## src/rtl/cfg_sched_pkg.sv

```systemverilog
// Shared types and constants for the config scheduler and its word FIFO.
package cfg_sched_pkg;

  localparam int CFG_BITS_DEF = 24;
  localparam int WD_W         = 16;

  typedef enum logic [1:0] {IDLE, LAUNCH, WAIT_END} state_t;

  // Width of a counter that must hold 0..depth inclusive.
  function automatic int lvl_w(input int depth);
    return $clog2(depth) + 1;
  endfunction

endpackage

```

## src/rtl/cfg_word_fifo.sv

```systemverilog
// First-word-fall-through FIFO holding host config words.
module cfg_word_fifo
  import cfg_sched_pkg::*;
#(
  parameter int W     = CFG_BITS_DEF,
  parameter int DEPTH = 4
)(
  input  logic                    i_clk,
  input  logic                    i_rst,
  input  logic                    i_wr,
  input  logic [W-1:0]            i_wdata,
  input  logic                    i_rd,
  output logic [W-1:0]            o_rdata,
  output logic                    o_full,
  output logic                    o_empty,
  output logic [lvl_w(DEPTH)-1:0] o_level
);

  localparam int LW = lvl_w(DEPTH);
  localparam int AW = $clog2(DEPTH);

  logic [W-1:0]  r_mem [DEPTH];
  logic [AW-1:0] r_wp, r_rp;
  logic [LW-1:0] r_lvl;
  logic          w_push, w_pop;

  assign o_full  = (r_lvl == LW'(DEPTH));
  assign o_empty = (r_lvl == '0);
  assign o_level = r_lvl;
  assign o_rdata = r_mem[r_rp];

  // A write while full is dropped even if a pop happens in the same cycle.
  assign w_push = i_wr && !o_full;
  assign w_pop  = i_rd && !o_empty;

  always_ff @(posedge i_clk) begin
    if (i_rst) begin
      r_wp  <= '0;
      r_rp  <= '0;
      r_lvl <= '0;
    end else begin
      if (w_push) r_wp <= r_wp + 1'b1;
      if (w_pop)  r_rp <= r_rp + 1'b1;
      case ({w_push, w_pop})
        2'b10:   r_lvl <= r_lvl + 1'b1;
        2'b01:   r_lvl <= r_lvl - 1'b1;
        default: ;
      endcase
    end
  end

  always_ff @(posedge i_clk) begin
    if (w_push) r_mem[r_wp] <= i_wdata;
  end

endmodule

```

## src/rtl/config_scheduler.sv

```systemverilog
// Launches buffered host config words (or a periodic refresh of the last good word)
// in the inter-frame window. Refresh exists only when CFG_SCHED_REFRESH_EN is defined.
module config_scheduler
  import cfg_sched_pkg::*;
#(
  parameter int C_NO_CFG_BITS     = CFG_BITS_DEF,
  parameter int FIFO_DEPTH        = 4,
  parameter int REFRESH_FRAMES    = 16,
  parameter int TX_TIMEOUT_CYCLES = 65535
)(
  input  logic                         CLOCK,
  input  logic                         RESET,
  input  logic                         WR_EN,
  input  logic [C_NO_CFG_BITS-1:0]     WR_DATA,
  output logic                         WR_FULL,
  output logic [lvl_w(FIFO_DEPTH)-1:0] FIFO_LEVEL,
  input  logic                         FRAME_END,
  output logic                         CFG_START,
  output logic [C_NO_CFG_BITS-1:0]     CFG_INPUT,
  input  logic                         CFG_TX_END,
  output logic                         BUSY,
  output logic [C_NO_CFG_BITS-1:0]     LAST_CFG,
  output logic                         ERR_TIMEOUT,
  input  logic                         ERR_CLR
);

  if (FIFO_DEPTH < 2 || FIFO_DEPTH > 16 || (FIFO_DEPTH & (FIFO_DEPTH - 1)) != 0) begin : g_bad_depth
    $error("FIFO_DEPTH must be a power of two in 2..16");
  end
  if (REFRESH_FRAMES < 1 || REFRESH_FRAMES > 255) begin : g_bad_refresh
    $error("REFRESH_FRAMES must be in 1..255");
  end
  if (TX_TIMEOUT_CYCLES < 2 || TX_TIMEOUT_CYCLES > 65535) begin : g_bad_timeout
    $error("TX_TIMEOUT_CYCLES must be in 2..65535");
  end

  state_t                   r_state;
  logic                     r_start, r_busy, r_err, r_last_valid;
  logic [C_NO_CFG_BITS-1:0] r_cur, r_last;
  logic [WD_W-1:0]          r_wd;
  logic [C_NO_CFG_BITS-1:0] w_head;
  logic                     w_empty, w_pop, w_cnt_hit, w_refresh, w_tmo;

  cfg_word_fifo #(.W(C_NO_CFG_BITS), .DEPTH(FIFO_DEPTH)) u_fifo (
    .i_clk   (CLOCK),
    .i_rst   (RESET),
    .i_wr    (WR_EN),
    .i_wdata (WR_DATA),
    .i_rd    (w_pop),
    .o_rdata (w_head),
    .o_full  (WR_FULL),
    .o_empty (w_empty),
    .o_level (FIFO_LEVEL)
  );

  assign w_pop = (r_state == IDLE) && FRAME_END && !w_empty;
  // r_wd counts cycles since the CFG_START cycle; firing one short of the limit
  // makes the flag visible exactly TX_TIMEOUT_CYCLES after START.
  assign w_tmo = (r_state == WAIT_END) && !CFG_TX_END &&
                 (r_wd == WD_W'(TX_TIMEOUT_CYCLES - 1));

`ifdef CFG_SCHED_REFRESH_EN
  localparam int CNT_W = $clog2(REFRESH_FRAMES + 1);
  logic [CNT_W-1:0] r_cnt;

  always_ff @(posedge CLOCK) begin
    if (RESET)
      r_cnt <= '0;
    else if (r_state == WAIT_END && CFG_TX_END)
      r_cnt <= '0;
    else if (FRAME_END && r_cnt != CNT_W'(REFRESH_FRAMES))
      r_cnt <= r_cnt + 1'b1;
  end

  assign w_cnt_hit = (r_cnt == CNT_W'(REFRESH_FRAMES));
`else
  assign w_cnt_hit = 1'b0;
`endif

  assign w_refresh = r_last_valid && w_cnt_hit;

  always_ff @(posedge CLOCK) begin
    if (RESET) begin
      r_state      <= IDLE;
      r_start      <= 1'b0;
      r_busy       <= 1'b0;
      r_err        <= 1'b0;
      r_last_valid <= 1'b0;
      r_cur        <= '0;
      r_last       <= '0;
      r_wd         <= '0;
    end else begin
      r_start <= 1'b0;
      if (ERR_CLR) r_err <= 1'b0;
      case (r_state)
        IDLE: begin
          if (FRAME_END && (!w_empty || w_refresh)) begin
            r_cur   <= !w_empty ? w_head : r_last;
            r_state <= LAUNCH;
            r_start <= 1'b1;
            r_busy  <= 1'b1;
            r_wd    <= '0;
          end
        end
        LAUNCH: begin
          r_wd    <= r_wd + 1'b1;
          r_state <= WAIT_END;
        end
        WAIT_END: begin
          r_wd <= r_wd + 1'b1;
          if (CFG_TX_END) begin
            r_last       <= r_cur;
            r_last_valid <= 1'b1;
            r_busy       <= 1'b0;
            r_state      <= IDLE;
          end else if (w_tmo) begin
            r_err   <= 1'b1;   // overrides a same-cycle ERR_CLR
            r_busy  <= 1'b0;
            r_state <= IDLE;
          end
        end
        default: r_state <= IDLE;
      endcase
    end
  end

  assign CFG_START   = r_start;
  assign CFG_INPUT   = r_cur;
  assign BUSY        = r_busy;
  assign LAST_CFG    = r_last;
  assign ERR_TIMEOUT = r_err;

endmodule

```

## config.mk

```make
export PLATFORM = sky130hd
export DESIGN_NAME = config_scheduler
export DESIGN_NICKNAME = d
export VERILOG_FILES = /design/src/rtl/cfg_sched_pkg.sv /design/src/rtl/cfg_word_fifo.sv /design/src/rtl/config_scheduler.sv
export SDC_FILE = /design/constraint.sdc
export NUM_CORES = 1
export LEC_CHECK = 0
export CELL_PAD_IN_SITES_DETAIL_PLACEMENT = 0
export CELL_PAD_IN_SITES_GLOBAL_PLACEMENT = 1
export CORE_ASPECT_RATIO = 0.75
export CORE_MARGIN = 3
export CORE_UTILIZATION = 28
export CTS_BUF_LIST = sky130_fd_sc_hd__clkbuf_8
export CTS_CLUSTER_DIAMETER = 80
export DETAILED_ROUTE_END_ITERATION = 7
export PLACE_DENSITY = 0.6
export RECOVER_POWER = 50
export SETUP_SLACK_MARGIN = 0.3
export SLEW_MARGIN = 20
export SYNTH_ARGS = -nofsm -noshare
export SYNTH_HDL_FRONTEND = slang
export SYNTH_HIERARCHICAL = 1
export SYNTH_SLANG_ARGS = --single-unit
```

## constraint.sdc

```tcl
create_clock -name CLOCK -period 5.6 [get_ports CLOCK]
set_input_delay 1.12 -clock CLOCK [delete_from_list [all_inputs] [get_ports CLOCK]]
set_output_delay 1.12 -clock CLOCK [all_outputs]
set_load 0.01 [all_outputs]
```

# Word-level counts from Yosys, hierarchy flattened
# Memory sizes are Yosys's and may differ from the RTL's. A register that Yosys moved wholly into a read port is not among the register bits.
# Cells that the tools add are included.
word_totals:
  ff_bits: 52
  latch_bits: 0
  ramBits: 96
  romBits: 0
  inputBits: 30
  wordCells: 64
  memories: 1
classes:
  add_sub_neg: 5
  mul: 0
  div: 0
  order_cmp: 0
  eq_ne: 8
  shift: 0
  muxes: 18
  bitwise_logic: 1
  reduce_logical: 22
mem_list:
  columns: ["name", "words", "word_bits", "read_ports", "rd_clocked_by_memory_dff", "write_ports", "line_no", "source"]
  rows:
  - ["u_fifo.r_mem", 4, 24, 1, 1, 1, "cfg_word_fifo.sv:22", "logic [W-1:0] r_mem [DEPTH];"]
ops:
  columns: ["operator", "n"]
  rows:
  - ["16-bit case mux with 2 select lines", 1]
  - ["16-bit by 1-bit adder with 16-bit output, second input constant", 1]
  - ["16-bit == test, second input constant", 1]
  - ["16-bit two-way mux", 1]
  - ["1-bit two-way mux", 10]
  - ["2-bit AND reduction", 4]
  - ["1-bit logical AND", 7]
  - ["2-bit two-way mux", 3]
  - ["2-bit case mux with 3 select lines", 1]
  - ["3-bit case mux with 2 select lines", 1]
  - ["2-bit nonzero test", 3]
  - ["2-bit by 1-bit adder with 2-bit output, second input constant", 2]
  - ["2-bit by 1-bit == test with 1-bit output, second input constant", 2]
  - ["2-bit == test, second input constant", 2]
  - ["2-bit OR reduction", 2]
  - ["3-bit by 1-bit adder with 3-bit output, second input constant", 1]
  - ["3-bit == test, second input constant", 1]
  - ["1-bit zero test", 3]
  - ["3-bit zero test", 1]
  - ["3-bit != test, second input constant", 1]
  - ["3-bit AND reduction", 1]
  - ["3-bit by 1-bit subtractor with 3-bit output, second input constant", 1]
  - ["2-bit zero test", 1]
  - ["2-bit by 1-bit != test with 1-bit output, second input constant", 1]
  - ["other kinds (2)", 2]

# Depth between registers and ports, before layout
# Gate-level depths: netlist (run 1).
logic_depth:
  word_depth: 6
  depth_mapped: 14
  ltp_nobuf: 12

# Cells and area by module
# Netlist (run 1), hierarchy kept.
by_module_without_submodules:
  columns: ["mod", "instances", "cells_each", "area_per_inst_um2", "seq_area_each_um2"]
  rows:
  - ["cfg_word_fifo", 1, 180, 3978.8, 3062.9]
  - ["config_scheduler", 1, 335, 2778.9, 1381.3]

# Least setup slack after synthesis (run 1)
# Ideal clock, no wire load.
synth_timing:
  path_type: "input -> register"
  start: "input port FRAME_END"
  end: "register u_fifo.r_lvl[2] (netlist: u_fifo/o_level[2])"
  setup_time_ns: 0.070
  arrival_time_ns: 3.072
  required_time_ns: 5.530
  path_slack_ns: 2.458
  cell_stages: 12
  n_path_buf: 2
  path_cell_list: "nand3b_4 > inv_2 > buf_2 > buf_2 > o31ai_1 > inv_1 > ha_1 > inv_1 > fa_1 > xor2_1 > or3_1 > a21oi_1"
synth_via:
  elab_chain_cells: 5
synth_lines:
  columns: ["element", "line_no", "source"]
  rows:
  - ["start: declaration", "config_scheduler.sv:17", "input logic FRAME_END,"]
  - ["1-bit logical AND * (2 in series)", "config_scheduler.sv:56", "assign w_pop = (r_state == IDLE) && FRAME_END && !w_empty;"]
  - ["named net w_pop", "config_scheduler.sv:42", "logic w_empty, w_pop, w_cnt_hit, w_refresh, w_tmo;"]
  - ["1-bit logical AND *", "cfg_word_fifo.sv:34", "assign w_pop = i_rd && !o_empty;"]
  - ["named net u_fifo.w_pop", "cfg_word_fifo.sv:25", "logic w_push, w_pop;"]
  - ["2-bit by 1-bit == test with 1-bit output / 2-bit == test (equally long branches)", "cfg_word_fifo.sv:44", "case ({w_push, w_pop})"]
  - ["3-bit case mux with 2 select lines / 2-bit nonzero test (equally long branches)", null, null]
  - ["end signal: assignment", "cfg_word_fifo.sv:45", "2'b10: r_lvl <= r_lvl + 1'b1;"]
  - ["end signal: assignment", "cfg_word_fifo.sv:46", "2'b01: r_lvl <= r_lvl - 1'b1;"]
  - ["end: declaration", "cfg_word_fifo.sv:24", "logic [LW-1:0] r_lvl;"]
# The timed path passes the listed nets; every way through them passes the cells marked *.
# A chain may end at the register's enable or synchronous reset.

# Worst setup path in the final report (run 1)
layout_timing:
  start: "input port FRAME_END"
  end: "register u_fifo.r_lvl[2] (netlist: u_fifo/o_level[2])"
layout_via:
  elab_chain_cells: 5
layout_lines:
  columns: ["element", "line_no"]
  rows:
  - ["1-bit logical AND * (2 in series)", "config_scheduler.sv:56"]
  - ["1-bit logical AND *", "cfg_word_fifo.sv:34"]
  - ["named net u_fifo.w_pop", "cfg_word_fifo.sv:25"]
  - ["2-bit by 1-bit == test with 1-bit output / 2-bit == test (equally long branches)", "cfg_word_fifo.sv:44"]
  - ["3-bit case mux with 2 select lines / 2-bit nonzero test (equally long branches)", null]
# Marks and branches as above.

==> out/metrics.cfg, run 1 <==
[outcome]
status = finished, violations left
violations = max-capacitance violations, max-slew violations

[timing]
period_minus_slack_ns = 3.793
max_freq_mhz = 263.6
post-route-period-util_pct = 67.74
finalSetupTns_ns = 0
drv_slew = 100
rsz0062_at_grt = false
whs_ns = 0.4585
hold_viol_final = 0
worst_slew_pin_slew_ns = 1.628
setup_viol = 0
fin_skew_ns = 0.01186
max-slew-margin-rel_pct = -8.529
fin_ws_ns = 1.807

[clock_network]
cts_hold_buf = 0
cts.sinks = 174
clockBufferDepth = 2
post-cts-setup-buffer-count = 0
cts-root-buf = clkbuf_8
clock_latency_ns = 0.45
cts_max_level = 4
cts_resized = 0
cts_tree = yes
clk_pin_slew_worst_paths_ns = 0.10
cts-buffers-inserted = 17

[worst_setup_path]
r2r-end = u_fifo/o_level[2]$_SDFFE_PP0P_
endpoint = u_fifo/o_level[2]$_SDFFE_PP0P_
crit_type = in -> reg
endpoint_kind = flop
reg2regPathDepth = 11
startpoint = FRAME_END
start_kind = input port
cp_max_fo = 28
ff2ff_setup_slack_ns = 2.34
critical_path_required_ns = 5.98
r2r_start = u_fifo/o_level[0]$_SDFFE_PP0P_
cp.arrival_ns = 4.17

[floorplan]
die-area_sq_um = 26050
core_area_sq_um = 23360
rows = 48
io_pins = 85
fp.dieH_um = 140.5
die_w_um = 185.4
start_util_pct = 28.93

[global_route]
grt.total_usage_pct = 11.90
grt_max_degree = 67
first_global_vias = 4169
grt_pass1_wl_um = 23660
overflow = 0
antenna_found_initial = 0

[placement]
dp_slack_ns = 1.996
dp_hpwl_um = 9987
place.port_buffers = 84
gp_congestion = 0.7293

[logic_synthesis]
synth_seq_cells = 174
syn-instance-count = 515
netlist_area_sq_um = 6758
synth-main-ff-cell = edfxtp_1
yosysUniqueCellTypes = 44
yosysSeqAreaShare_pct = 65.77
synth-edff-count = 96
syn_avg_cell_area_sq_um = 13.12
synth_async_sr_flop_share_pct = 0
synth_nets = 557
ys_warn_count = 6

[detailed_routing]
via_count = 4152
drc_errors = 0
totalWireLength_um = 14800
first_iter_violations = 226
via_per_inst = 4.548
ant_nets = 0
routedWlPerCell_um = 16.20
first_pass_iters = 4

[final_layout]
area_delta_synth_final_pct = 21.92
layout_commonest_cell = nand2_1
final_util_pct = 35.27
num_antenna_cells = 0
fillers = 2254
drive_above_1_share_pct = 10.28
final_net_count = 642
layout_common_cells = nand2_1 (101), edfxtp_1 (96), dfxtp_1 (77)

[run]
maxCapViolCount = 4

[pwr]
ir_worst_vdd_v = 0.0001671
fin_total_pwr_uw = 2883
leakagePower_uw = 0.002673
power_density_nw_per_um2 = 349.9

[worst_hold_path]
hp-class = reg -> reg

-- logic make-up after synthesis --
| family | synth area share, % |
|---|---|
| muxes | 8.665 |
| DFF | 65.77 |
| and+or+nand+nor | 11.53 |
| adders and majority gates | 2.333 |
| AOI/OAI and AO/OA | 7.425 |
| xor gates and xnor gates | 1.296 |
| buffers and inverters | 2.981 |
-- sequential cells by signal, indices dropped and copies added, names as in the netlist, named ones only --
register	flops
BUSY	1
u_fifo/r_wp	2
u_fifo/r_rp	2
u_fifo/r_mem	96
LAST_CFG	24
CFG_START	1
u_fifo/o_level	3
ERR_TIMEOUT	1
CFG_INPUT	24
r_wd	16
r_state	2
-- routing by layer --
metal	GRT usage [%]	vias to the layer above	wire (um)
met5	0	-	0
met4	3.236	0	178
met3	3.193	10	535
met2	19.16	68	6976
met1	15.91	2055	7104
li1	-	2019	-
-- synth_stat cells, types with 2 or more instances --
master	instances	share of area (%)
ha_1	11	2.0
xor2_1	9	1.2
buf_1	2	0.11
o21ai_0	11	0.81
inv_1	15	0.83
or4b_1	2	0.30
nand4_4	2	0.63
mux2i_1	3	0.44
nand2b_1	4	0.37
nand2_1	101	5.6
buf_12	2	0.59
and2_1	7	0.65
dfxtp_1	78	23
mux4_2	20	6.7
buf_2	6	0.44
a21oi_1	60	4.4
mux4_1	4	1.6
edfxtp_1	96	43
nand3_1	5	0.37
o211ai_1	5	0.56
nor2_1	22	1.2
o21ai_1	2	0.15
or3_1	10	0.93
nor2b_1	3	0.28
and4_4	2	0.33
o2111ai_1	2	0.26
clkbuf_1	14	0.78
-- worst max-delay path: stages --
cell and delay (ns):
dlygate4sd3_1 0.56, nand3b_1 0.75, inv_1 0.29, o31ai_1 0.14, inv_1 0.07, ha_1 0.18, inv_1 0.06, fa_1 0.39
xor2_1 0.16, or3_1 0.30, a21oi_1 0.15
-- worst min path at each step --
stage / cells after the start / slack [ns] / end / startpoint
2_1_floorplan: 2 / 0.46 / r_wd[0]$_SDFFE_PP0P_ / r_wd[0]$_SDFFE_PP0P_
3_3_place_gp: 2 / 0.45 / LAST_CFG[19]$_SDFFE_PP0P_ / LAST_CFG[19]$_SDFFE_PP0P_
3_5_place_dp: 2 / 0.45 / LAST_CFG[15]$_SDFFE_PP0P_ / LAST_CFG[15]$_SDFFE_PP0P_
4_1_cts: 2 / 0.46 / LAST_CFG[15]$_SDFFE_PP0P_ / LAST_CFG[15]$_SDFFE_PP0P_
5_1_grt: 2 / 0.47 / LAST_CFG[6]$_SDFFE_PP0P_ / LAST_CFG[6]$_SDFFE_PP0P_
6_report: 2 / 0.46 / LAST_CFG[6]$_SDFFE_PP0P_ / LAST_CFG[6]$_SDFFE_PP0P_
-- power by group --
part / internal, uW / total, uW / switching [uW]
registers: 1450 / 1510 / 65.7
clock network: 331 / 835 / 504
logic: 228 / 535 / 307
-- stage by stage --
| stage | cells | instance area (sq um) |
|---|---|---|
| finish | 913 | 8239 |
| global route | 913 | 8239 |
| CTS | 913 | 8267 |
| detailed placement | 881 | 7881 |
| global placement | 881 | 7880 |
| floorplan | 515 | 6758 |
-- final cells by class --
type                    count  area [sq um]  area share [%]
flip-flops and latches    174          4446           53.96
multi-input cells         300          2100           25.48
repair buffers             91         873.3           10.60
well taps                 300         375.4           4.556
clock buffers              17         234.0           2.840
clock inverters            15         151.4           1.838
inverters                  16         60.06          0.7289
Note: power is estimated with default switching activity, not from simulation.
==> run 2: changes to the inputs <==
clock period = 3.5 ns   (was 5.6 ns; I/O delays follow)
==> out/metrics.cfg, run 2 (synthesized netlist as in run 1, its figures left out) <==
[worst_setup_path]
slowest_stage = clkbuf_1
crit_type = in -> reg
cpPeakStageDelay_ns = 1.15  ; +0.40 ns
endpoint = u_fifo/r_mem[0][1]$_DFFE_PP_
crit_buf_inv = 3  ; -1
critical_path_required_ns = 3.56  ; -2.42 ns
r2r_start = u_fifo/o_level[0]$_SDFFE_PP0P_
reg2regPathDepth = 4  ; -7
startpoint = WR_EN
r2r-end = u_fifo/r_mem[0][1]$_DFFE_PP_
cp_max_fo = 24  ; -14%
ff2ff_setup_slack_ns = 0.90  ; -1.44 ns
cp.arrival_ns = 2.90  ; -1.27 ns
endpoint_kind = flop
path_cells = dlygate4sd3_1 > inv_1 > nor2_1 > and2_1 > clkbuf_1
path_depth = 5  ; -6
start_kind = input port
path_delay_family = buffers and inverters

[timing]
max-slew-margin-rel_pct = -49.67  ; -41 points
worst_slew_pin_slew_ns = 2.245  ; +0.6171 ns
drv_slew = 101  ; +1.0%
rsz0062_at_grt = false
hold_viol_final = 0  ; unchanged
period_minus_slack_ns = 2.847
post-route-period-util_pct = 81.35
max_freq_mhz = 351.2
finalSetupTns_ns = 0  ; unchanged
setup_viol = 0  ; unchanged
fin_skew_ns = 0.01173  ; -0.0001316 ns

[global_route]
first_global_vias = 4092  ; -1.8%
grt_use_met3_pct = 3.868  ; +0.67 points
grt_pass1_wl_um = 23620  ; -0.18%
grt_max_degree = 51  ; -24%
grt.total_usage_pct = 11.95  ; +0.049 points
grtUsageMet1_pct = 15.79  ; -0.12 points
grt.busiest_layer = met2
overflow = 0  ; unchanged
antenna_found_initial = 5  ; +5
met2_usage_pct = 18.62  ; -0.54 points

[clock_network]
clock_latency_ns = 0.46  ; about the same
cts_resized = 0  ; unchanged
cts-buffers-inserted = 17  ; unchanged
cts_hold_buf = 0  ; unchanged
post-cts-setup-buffer-count = 0  ; unchanged
cts.sinks = 174  ; unchanged
clk_pin_slew_worst_paths_ns = 0.10  ; about the same
cts_tree = yes
cts_max_level = 4  ; unchanged
cts-root-buf = clkbuf_8
clockBufferDepth = 2  ; unchanged

[detailed_routing]
routedWlPerCell_um = 16.40  ; +1.2%
first_iter_violations = 231  ; +2.2%
drc_errors = 0  ; unchanged
ant_nets = 0  ; unchanged
via_count = 4193  ; +0.99%
first_pass_iters = 4  ; unchanged
via_per_inst = 4.568  ; +0.44%
totalWireLength_um = 15050  ; +1.7%

[placement]
gp_congestion = 0.7631  ; +4.6%
placed_cells = 885  ; +0.45%
dp_hpwl_um = 10190  ; +2.0%
place.port_buffers = 84  ; unchanged

[final_layout]
largest_register_ffs = 96  ; unchanged
area_delta_synth_final_pct = 22.77
final_cells = 918  ; +0.55%
fillers = 2245  ; -0.40%
final_net_count = 646  ; +0.62%
layout_commonest_cell = nand2_1
drive_above_1_share_pct = 11.02  ; +0.74 points
layout_common_cells = nand2_1 (101), edfxtp_1 (96), dfxtp_1 (78)
largest_register = u_fifo/r_mem

[floorplan]
die-area_sq_um = 26050  ; unchanged
die_w_um = 185.4  ; unchanged
io_pins = 85  ; unchanged
start_util_pct = 28.93  ; unchanged
core_area_sq_um = 23360  ; unchanged
fp.dieH_um = 140.5  ; unchanged
rows = 48  ; unchanged

[outcome]
violations = max-capacitance violations, max-slew violations
status = finished, violations left

[pwr]
leakagePower_uw = 0.002704  ; +1.2%
ir_worst_vdd_v = 0.0002244  ; +34%
power_density_nw_per_um2 = 565.5  ; +62%

[run]
maxCapViolCount = 3  ; -1

[worst_hold_path]
hp-class = reg -> reg

run 2: cell count changes in the layout (fill, tap and decap cells not counted), sizes merged:
cell and delta:
clkinvlp -1, dlygate4sd3 -2, clkinv +1, clkdlybuf4s50 +2, buf +4, diode +1
run 2: through the flow:
stage                     hold WS, ns  util, %  total power, uW  instance area, sq um  setup slack [ns]
after floorplan                0.4576        -             3005                  6758            0.7779
after global placement         0.4461    33.86             3358                  7910            0.7017
after detailed placement       0.4485    33.86             3379                  7910            0.6154
after CTS                      0.4622    35.62             4786                  8322            0.9859
after global routing           0.4771    35.50             4962                  8294            0.4569
final                          0.4613    35.51             4692                  8297            0.6529
run 2: final cells by class:
| class | instances | area [sq um] | share of cell area (%) |
|---|---|---|---|
| antenna | 1 | 2.502 | 0.03016 |
| clock buffer | 17 | 234.0 | 2.820 |
| clock inverter | 15 | 177.7 | 2.141 |
| inverter | 16 | 60.06 | 0.7239 |
| multi-input combinational | 300 | 2100 | 25.31 |
| sequential | 174 | 4444 | 53.57 |
| tap | 300 | 375.4 | 4.524 |
| timing repair buffer | 95 | 903.4 | 10.89 |
run 2: how the worst min path moves through the flow:
stage                              start                        end  depth (start not counted)
2_1_floorplan       r_wd[0]$_SDFFE_PP0P_       r_wd[0]$_SDFFE_PP0P_                          2
3_3_place_gp    LAST_CFG[2]$_SDFFE_PP0P_   LAST_CFG[2]$_SDFFE_PP0P_                          2
3_5_place_dp   LAST_CFG[22]$_SDFFE_PP0P_  LAST_CFG[22]$_SDFFE_PP0P_                          2
4_1_cts        LAST_CFG[22]$_SDFFE_PP0P_  LAST_CFG[22]$_SDFFE_PP0P_                          2
5_1_grt        LAST_CFG[22]$_SDFFE_PP0P_  LAST_CFG[22]$_SDFFE_PP0P_                          2
6_report       LAST_CFG[22]$_SDFFE_PP0P_  LAST_CFG[22]$_SDFFE_PP0P_                          2
run 2: worst reg2reg max path, cell delays in order, from the launching register on:
cell and delay, ns:
dfxtp_1 0.47, nor3b_2 0.10, nor2_1 0.28, and2_1 0.18, clkbuf_1 1.15
run 2: per-layer routing:
metal / part of all wire, % / vias up
met1: 46 / 2061
met3: 4.5 / 21
li1: - / 2033
met2: 47 / 70
met4: 1.6 / 8
met5: 0.28 / -
run 2: power by group:
group          internal [uW]  switching [uW]  leakage (uW)
Combinational            374             507      0.000985
Clock                    552             842      0.000205
Sequential              2310             102       0.00151
